## src/rtl/serializer_lanes.sv

```systemverilog
// Multi-lane word serializer: parallel words in over valid/ready, LANES bits per beat out,
// with a one-entry holding register so consecutive words stream without idle beats.
module serializer_lanes #(
    parameter int DATA_WIDTH = 32,
    parameter int LANES      = 1
) (
    input  logic                  clk_i,
    input  logic                  rst_n_i,
    input  logic [DATA_WIDTH-1:0] parallel_in_i,
    input  logic                  lsb_first_i,
    input  logic                  valid_in_i,
    output logic                  ready_o,
    output logic [LANES-1:0]      serial_out_o,
    output logic                  enable_o,
    output logic                  start_o,
    output logic                  last_o,
    output logic                  busy_o
);

    localparam int BEATS = DATA_WIDTH / LANES;
    localparam int CNT_W = (BEATS > 1) ? $clog2(BEATS) : 1;
    localparam logic [CNT_W-1:0] LAST_BEAT = CNT_W'(BEATS - 1);

    // Shifter state: the word currently on the lanes and the beat index being shown.
    logic [DATA_WIDTH-1:0] word_q, word_d;
    logic                  order_q, order_d;
    logic [CNT_W-1:0]      cnt_q, cnt_d;
    logic                  active_q, active_d;

    logic                  hold_valid_q, hold_valid_d;
    logic [DATA_WIDTH-1:0] hold_data_q, hold_data_d;
    logic                  hold_order_q, hold_order_d;

    logic [LANES-1:0]      serial_q, serial_d;
    logic                  enable_q, enable_d;
    logic                  start_q, start_d;
    logic                  last_q, last_d;
    logic                  busy_q, busy_d;

    logic                  load_pt;
    logic                  accept;

    function automatic logic [LANES-1:0] slice_f(
        input logic [DATA_WIDTH-1:0] word,
        input logic                  lsb,
        input logic [CNT_W-1:0]      beat
    );
        logic [DATA_WIDTH-1:0] shifted;
        int                    shamt;
        if (lsb) begin
            shamt = int'(beat) * LANES;
        end else begin
            shamt = DATA_WIDTH - (int'(beat) + 1) * LANES;
        end
        shifted = word >> shamt;
        return shifted[LANES-1:0];
    endfunction

    assign ready_o = !hold_valid_q;
    assign accept  = valid_in_i && !hold_valid_q;
    assign load_pt = !active_q || (cnt_q == LAST_BEAT);

    always_comb begin
        word_d       = word_q;
        order_d      = order_q;
        cnt_d        = cnt_q;
        active_d     = active_q;
        hold_valid_d = hold_valid_q;
        hold_data_d  = hold_data_q;
        hold_order_d = hold_order_q;

        if (load_pt) begin
            cnt_d = '0;
            if (hold_valid_q) begin
                active_d     = 1'b1;
                word_d       = hold_data_q;
                order_d      = hold_order_q;
                hold_valid_d = 1'b0;
                if (accept) begin
                    hold_valid_d = 1'b1;
                    hold_data_d  = parallel_in_i;
                    hold_order_d = lsb_first_i;
                end
            end else if (accept) begin
                // Idle or finishing shifter takes the new word directly, bypassing the hold.
                active_d = 1'b1;
                word_d   = parallel_in_i;
                order_d  = lsb_first_i;
            end else begin
                active_d = 1'b0;
            end
        end else begin
            cnt_d = cnt_q + CNT_W'(1);
            if (accept) begin
                hold_valid_d = 1'b1;
                hold_data_d  = parallel_in_i;
                hold_order_d = lsb_first_i;
            end
        end
    end

    // Outputs are computed from next state so every port comes straight from a flop.
    always_comb begin
        enable_d = active_d;
        serial_d = active_d ? slice_f(word_d, order_d, cnt_d) : '0;
        start_d  = active_d && (cnt_d == '0);
        last_d   = active_d && (cnt_d == LAST_BEAT);
        busy_d   = active_d || hold_valid_d;
    end

    always_ff @(posedge clk_i or negedge rst_n_i) begin
        if (!rst_n_i) begin
            word_q       <= '0;
            order_q      <= 1'b0;
            cnt_q        <= '0;
            active_q     <= 1'b0;
            hold_valid_q <= 1'b0;
            hold_data_q  <= '0;
            hold_order_q <= 1'b0;
            serial_q     <= '0;
            enable_q     <= 1'b0;
            start_q      <= 1'b0;
            last_q       <= 1'b0;
            busy_q       <= 1'b0;
        end else begin
            word_q       <= word_d;
            order_q      <= order_d;
            cnt_q        <= cnt_d;
            active_q     <= active_d;
            hold_valid_q <= hold_valid_d;
            hold_data_q  <= hold_data_d;
            hold_order_q <= hold_order_d;
            serial_q     <= serial_d;
            enable_q     <= enable_d;
            start_q      <= start_d;
            last_q       <= last_d;
            busy_q       <= busy_d;
        end
    end

    assign serial_out_o = serial_q;
    assign enable_o     = enable_q;
    assign start_o      = start_q;
    assign last_o       = last_q;
    assign busy_o       = busy_q;

endmodule

```

## config.mk

```make
export PLATFORM = sky130hd
export DESIGN_NAME = serializer_lanes
export DESIGN_NICKNAME = d
export VERILOG_FILES = /design/src/rtl/serializer_lanes.sv
export SDC_FILE = /design/constraint.sdc
export NUM_CORES = 1
export LEC_CHECK = 0
export ABC_AREA = 1
export BUFFER_PORTS_ARGS = -buffer_cell sky130_fd_sc_hd__buf_2
export CORE_AREA = 2 2 85 87
export CTS_BUF_LIST = sky130_fd_sc_hd__clkbuf_8
export CTS_CLUSTER_DIAMETER = 50
export CTS_CLUSTER_SIZE = 40
export DETAILED_ROUTE_END_ITERATION = 10
export DIE_AREA = 0 0 87 89
export HOLD_SLACK_MARGIN = 0.15
export PLACE_DENSITY_LB_ADDON = 0.25
export SYNTH_ARGS = -nofsm -noshare
export SYNTH_HDL_FRONTEND = slang
export SYNTH_SLANG_ARGS = --single-unit
export TNS_END_PERCENT = 30
```

## constraint.sdc

```tcl
create_clock -name clk_i -period 2.9 [get_ports clk_i]
set_clock_uncertainty 0.05 [all_clocks]
set_input_delay 0.29 -clock clk_i [delete_from_list [all_inputs] [get_ports clk_i]]
set_output_delay 0.29 -clock clk_i [all_outputs]
set_load 0.01 [all_outputs]
```

==> impl_metrics.py <==
metrics = {
    "status": {
        "outcome": "finished clean",
    },
    "synth": {
        "synth-compound-area-share": 0.0690,
        "ys_seq_area_frac": 0.488,
        "ys_types": 29,
        "synth_simple_gate_area_frac": 0.263,
        "yosys_register_bits": 77,
        "fraction_of_the_mapped_netlist_area_in_adder_cells": 0.00633,
        "yosys.area_share.xor_xnor": 0.00633,
        "synth_top_family_by_area": "simple AND/OR/NAND/NOR gates",
        "synth_area_um2": 3950,
        "yosys_warnings": 0,
        "synth.net_count": 512,
        "syn-mean-instance-area_um2": 8.34,
        "synth.area.mux_share": 0.0627,
        "post_synth_inst_count": 474,
    },
    "power_and_ir_drop": {
        "power.ir.vdd_worst_v": 0.000285,
        "fin_total_pwr_mw": 2.43,
        "power_leakage_nw": 2.49,
        "p_per_area_nw_per_um2": 523,
    },
    "worst_setup_path": {
        "worst_setup_path_end_kind": "flip-flop",
        "start_kind": "flip-flop",
        "reg2reg_slack_ps": 260,
        "crit_arrival_ps": 2830,
        "reg2reg_to": "serial_out_o",
        "r2r-start": "cnt_q[0]",
        "worst_ep_required_time_ps": 3090,
        "r2r.worst_path.cells": 18,
        "setup.worst_path.start": "cnt_q[0]",
        "critical_path_class": "reg2reg",
        "timing.critical_path.fanout_max": 16,
    },
    "final_layout": {
        "layout_commonest_cell": "nand2_1",
        "final_area_um2": 4650,
        "number_of_antenna_diodes": 0,
        "area_overhead_vs_synth_pct": 17.7,
        "nets": 573,
        "final_cell_mix": "nand2_1 (123), dfrtp_1 (77), inv_1 (74)",
        "layout.cells.non_filler": 620,
        "filler_cell_count": 509,
        "drive_gt1_frac": 0.219,
    },
    "sta": {
        "finalCriticalPeriod_ps": 2640,
        "fmaxAchievable_ghz": 0.379,
        "tightestPinTransition_ps": 945,
        "unrepaired_setup_endpoints_after_global_routing": "false",
        "hold-worst-slack_ps": 155,
        "timing.final.setup_violations": 0,
        "timing.final.max_slew_violations": 0,
        "slew_headroom": 0.370,
        "min_period_over_period": 0.910,
        "final-hold-violation-count": 0,
        "setup-tns-final_ps": 0,
    },
    "routing": {
        "routed-via-count": 3220,
        "post-route-drc-count": 0,
        "post_drt_wl_per_cell_um": 13.4,
        "first_pass_iters": 5,
        "detail_route.wirelength_um": 8320,
        "final_antenna_net_count": 0,
        "drtIter0Drc": 181,
        "routed_via_density": 5.19,
    },
    "die": {
        "start_util": 0.588,
        "placementRows": 30,
        "die_y_um": 89,
        "ios": 42,
        "die_w_um": 87,
        "placeable_core_region_um2": 6720,
        "total_die_area_um2": 7740,
    },
    "cts": {
        "cts.path.max_buffers": 2,
        "htreeDepth": 3,
        "clkLatencyLatePin_ps": 360,
        "number_of_cts_inserted_buffers": 9,
        "clkSlewWorstSetupHoldPaths_ps": 80,
        "clock-root-buffer": "clkbuf_8",
        "cts_tree": "built",
        "cts_num_sinks": 77,
    },
    "placed_design": {
        "place.port_buffers": 41,
        "place_congestion": 0.897,
        "postPlaceCellArea_um2": 4170,
        "dpl.hpwl_um": 5530,
        "number_of_cells_in_the_design_after_placement": 580,
    },
    "global_route": {
        "globalRoute.totalOverflow": 0,
        "via_count_of_the_first_global_routing_pass": 3176,
        "grt_start_max_net_pins": 78,
        "track_usage": 0.236,
        "global_route_wire_length_before_repair_um": 14100,
        "initial_antenna_violation_count": 0,
    },
    "worst_hold_path": {
        "hp-start": "parallel_in_i[22]",
        "worstHoldPathType": "in2reg",
        "hold-path-cell-count": 2,
        "hold_path_end": "hold_data_q[22]",
    },
    "run": {
        "timing.max_cap.violations": 0,
    },
}
## report_power, final
| part | internal (mW) | switching, mW | total (mW) | leakage, nW |
|---|---|---|---|---|
| Combinational | 0.175 | 0.195 | 0.370 | 1.43 |
| Sequential | 1.18 | 0.0435 | 1.22 | 0.961 |
| Clock | 0.427 | 0.413 | 0.839 | 0.0991 |
## synthesized netlist by cell type, drive strengths merged
cell,instances,area [µm²]
dfrtp,77,1930
inv,77,292
xor2,2,25.0
buf,16,109
o22ai,14,87.6
nor3,1,5.00
nand3,51,280
nand4,2,12.5
or2,12,75.1
mux2,22,248
o21ai,33,180
a21oi,1,5.00
ha,2,25.0
clkbuf,4,15.0
nand2,131,532
nor2,29,134
## state kept, by name (all words and copies together) (netlist names)
name          cells
serial_out_o      1
last_o            1
hold_valid_q      1
hold_order_q      1
order_q           1
busy_o            1
hold_data_q      32
enable_o          1
start_o           1
cnt_q             5
word_q           32
## through the flow
| stage | setup slack (ps) | util |
|---|---|---|
| 6_report | 261 | 0.692 |
| 2_1_floorplan | 610 | - |
| 3_5_place_dp | 212 | 0.621 |
| 3_3_place_gp | 317 | 0.621 |
| 4_1_cts | 155 | 0.685 |
| 5_1_grt | 7.05 | 0.692 |
## cell type report
type	count	area, µm²	area share
Clock inverter	6	71.3	0.0153
Multi-Input combinational cell	300	1640	0.352
Tap cell	80	100	0.0215
Timing Repair Buffer	70	484	0.104
Sequential cell	77	1930	0.414
Clock buffer	10	138	0.0296
Inverter	77	292	0.0627
## worst max path at each step
| stage | depth (start not counted) | end | slack (ps) |
|---|---|---|---|
| after floorplan | 18 | serial_out_o | 610 |
| after global placement | 18 | serial_out_o | 320 |
| after detailed placement | 17 | serial_out_o | 210 |
| after CTS | 17 | serial_out_o | 160 |
| after global routing | 18 | serial_out_o | 7 |
| final | 18 | serial_out_o | 260 |
## kinds of logic after synthesis
family                   count (synthesis)
AO/OA/AOI/OAI                           48
multiplexers                            22
XOR/XNOR                                 2
AND/OR/NAND/NOR                        226
flip-flops                              77
buffers and inverters                   97
adder cells (fa/ha/maj)                  2
## worst max-delay path, stage by stage, from the launching register on
cell	delay, ps
dfrtp_1	430
ha_1	240
nand2_1	90
nor2_1	50
ha_1	210
inv_1	110
nand2_4	100
buf_6	180
nor2_1	90
nand2_1	60
inv_2	120
xor2_4	230
inv_1	120
nand3_1	110
nand3_1	80
nand2_1	90
nand2_1	50
nand2_1	60
nor2_1	50
## per-layer routing
layer | up-vias | routed length, µm | global-route usage
li1 | 1608 | - | -
met5 | - | 0 | 0
met2 | 80 | 3950 | 0.389
met3 | 17 | 339 | 0.0526
met1 | 1515 | 3860 | 0.302
met4 | 0 | 169 | 0.101
## repair_timing
action                                 in CTS  in global routing
resized for setup                           0                  5
endpoints found under the hold margin      98                  0
setup endpoints to repair                   0                  1
setup buffers                               0                  2
hold buffers                               22                  0
Power figures use the tool's default switching activity.
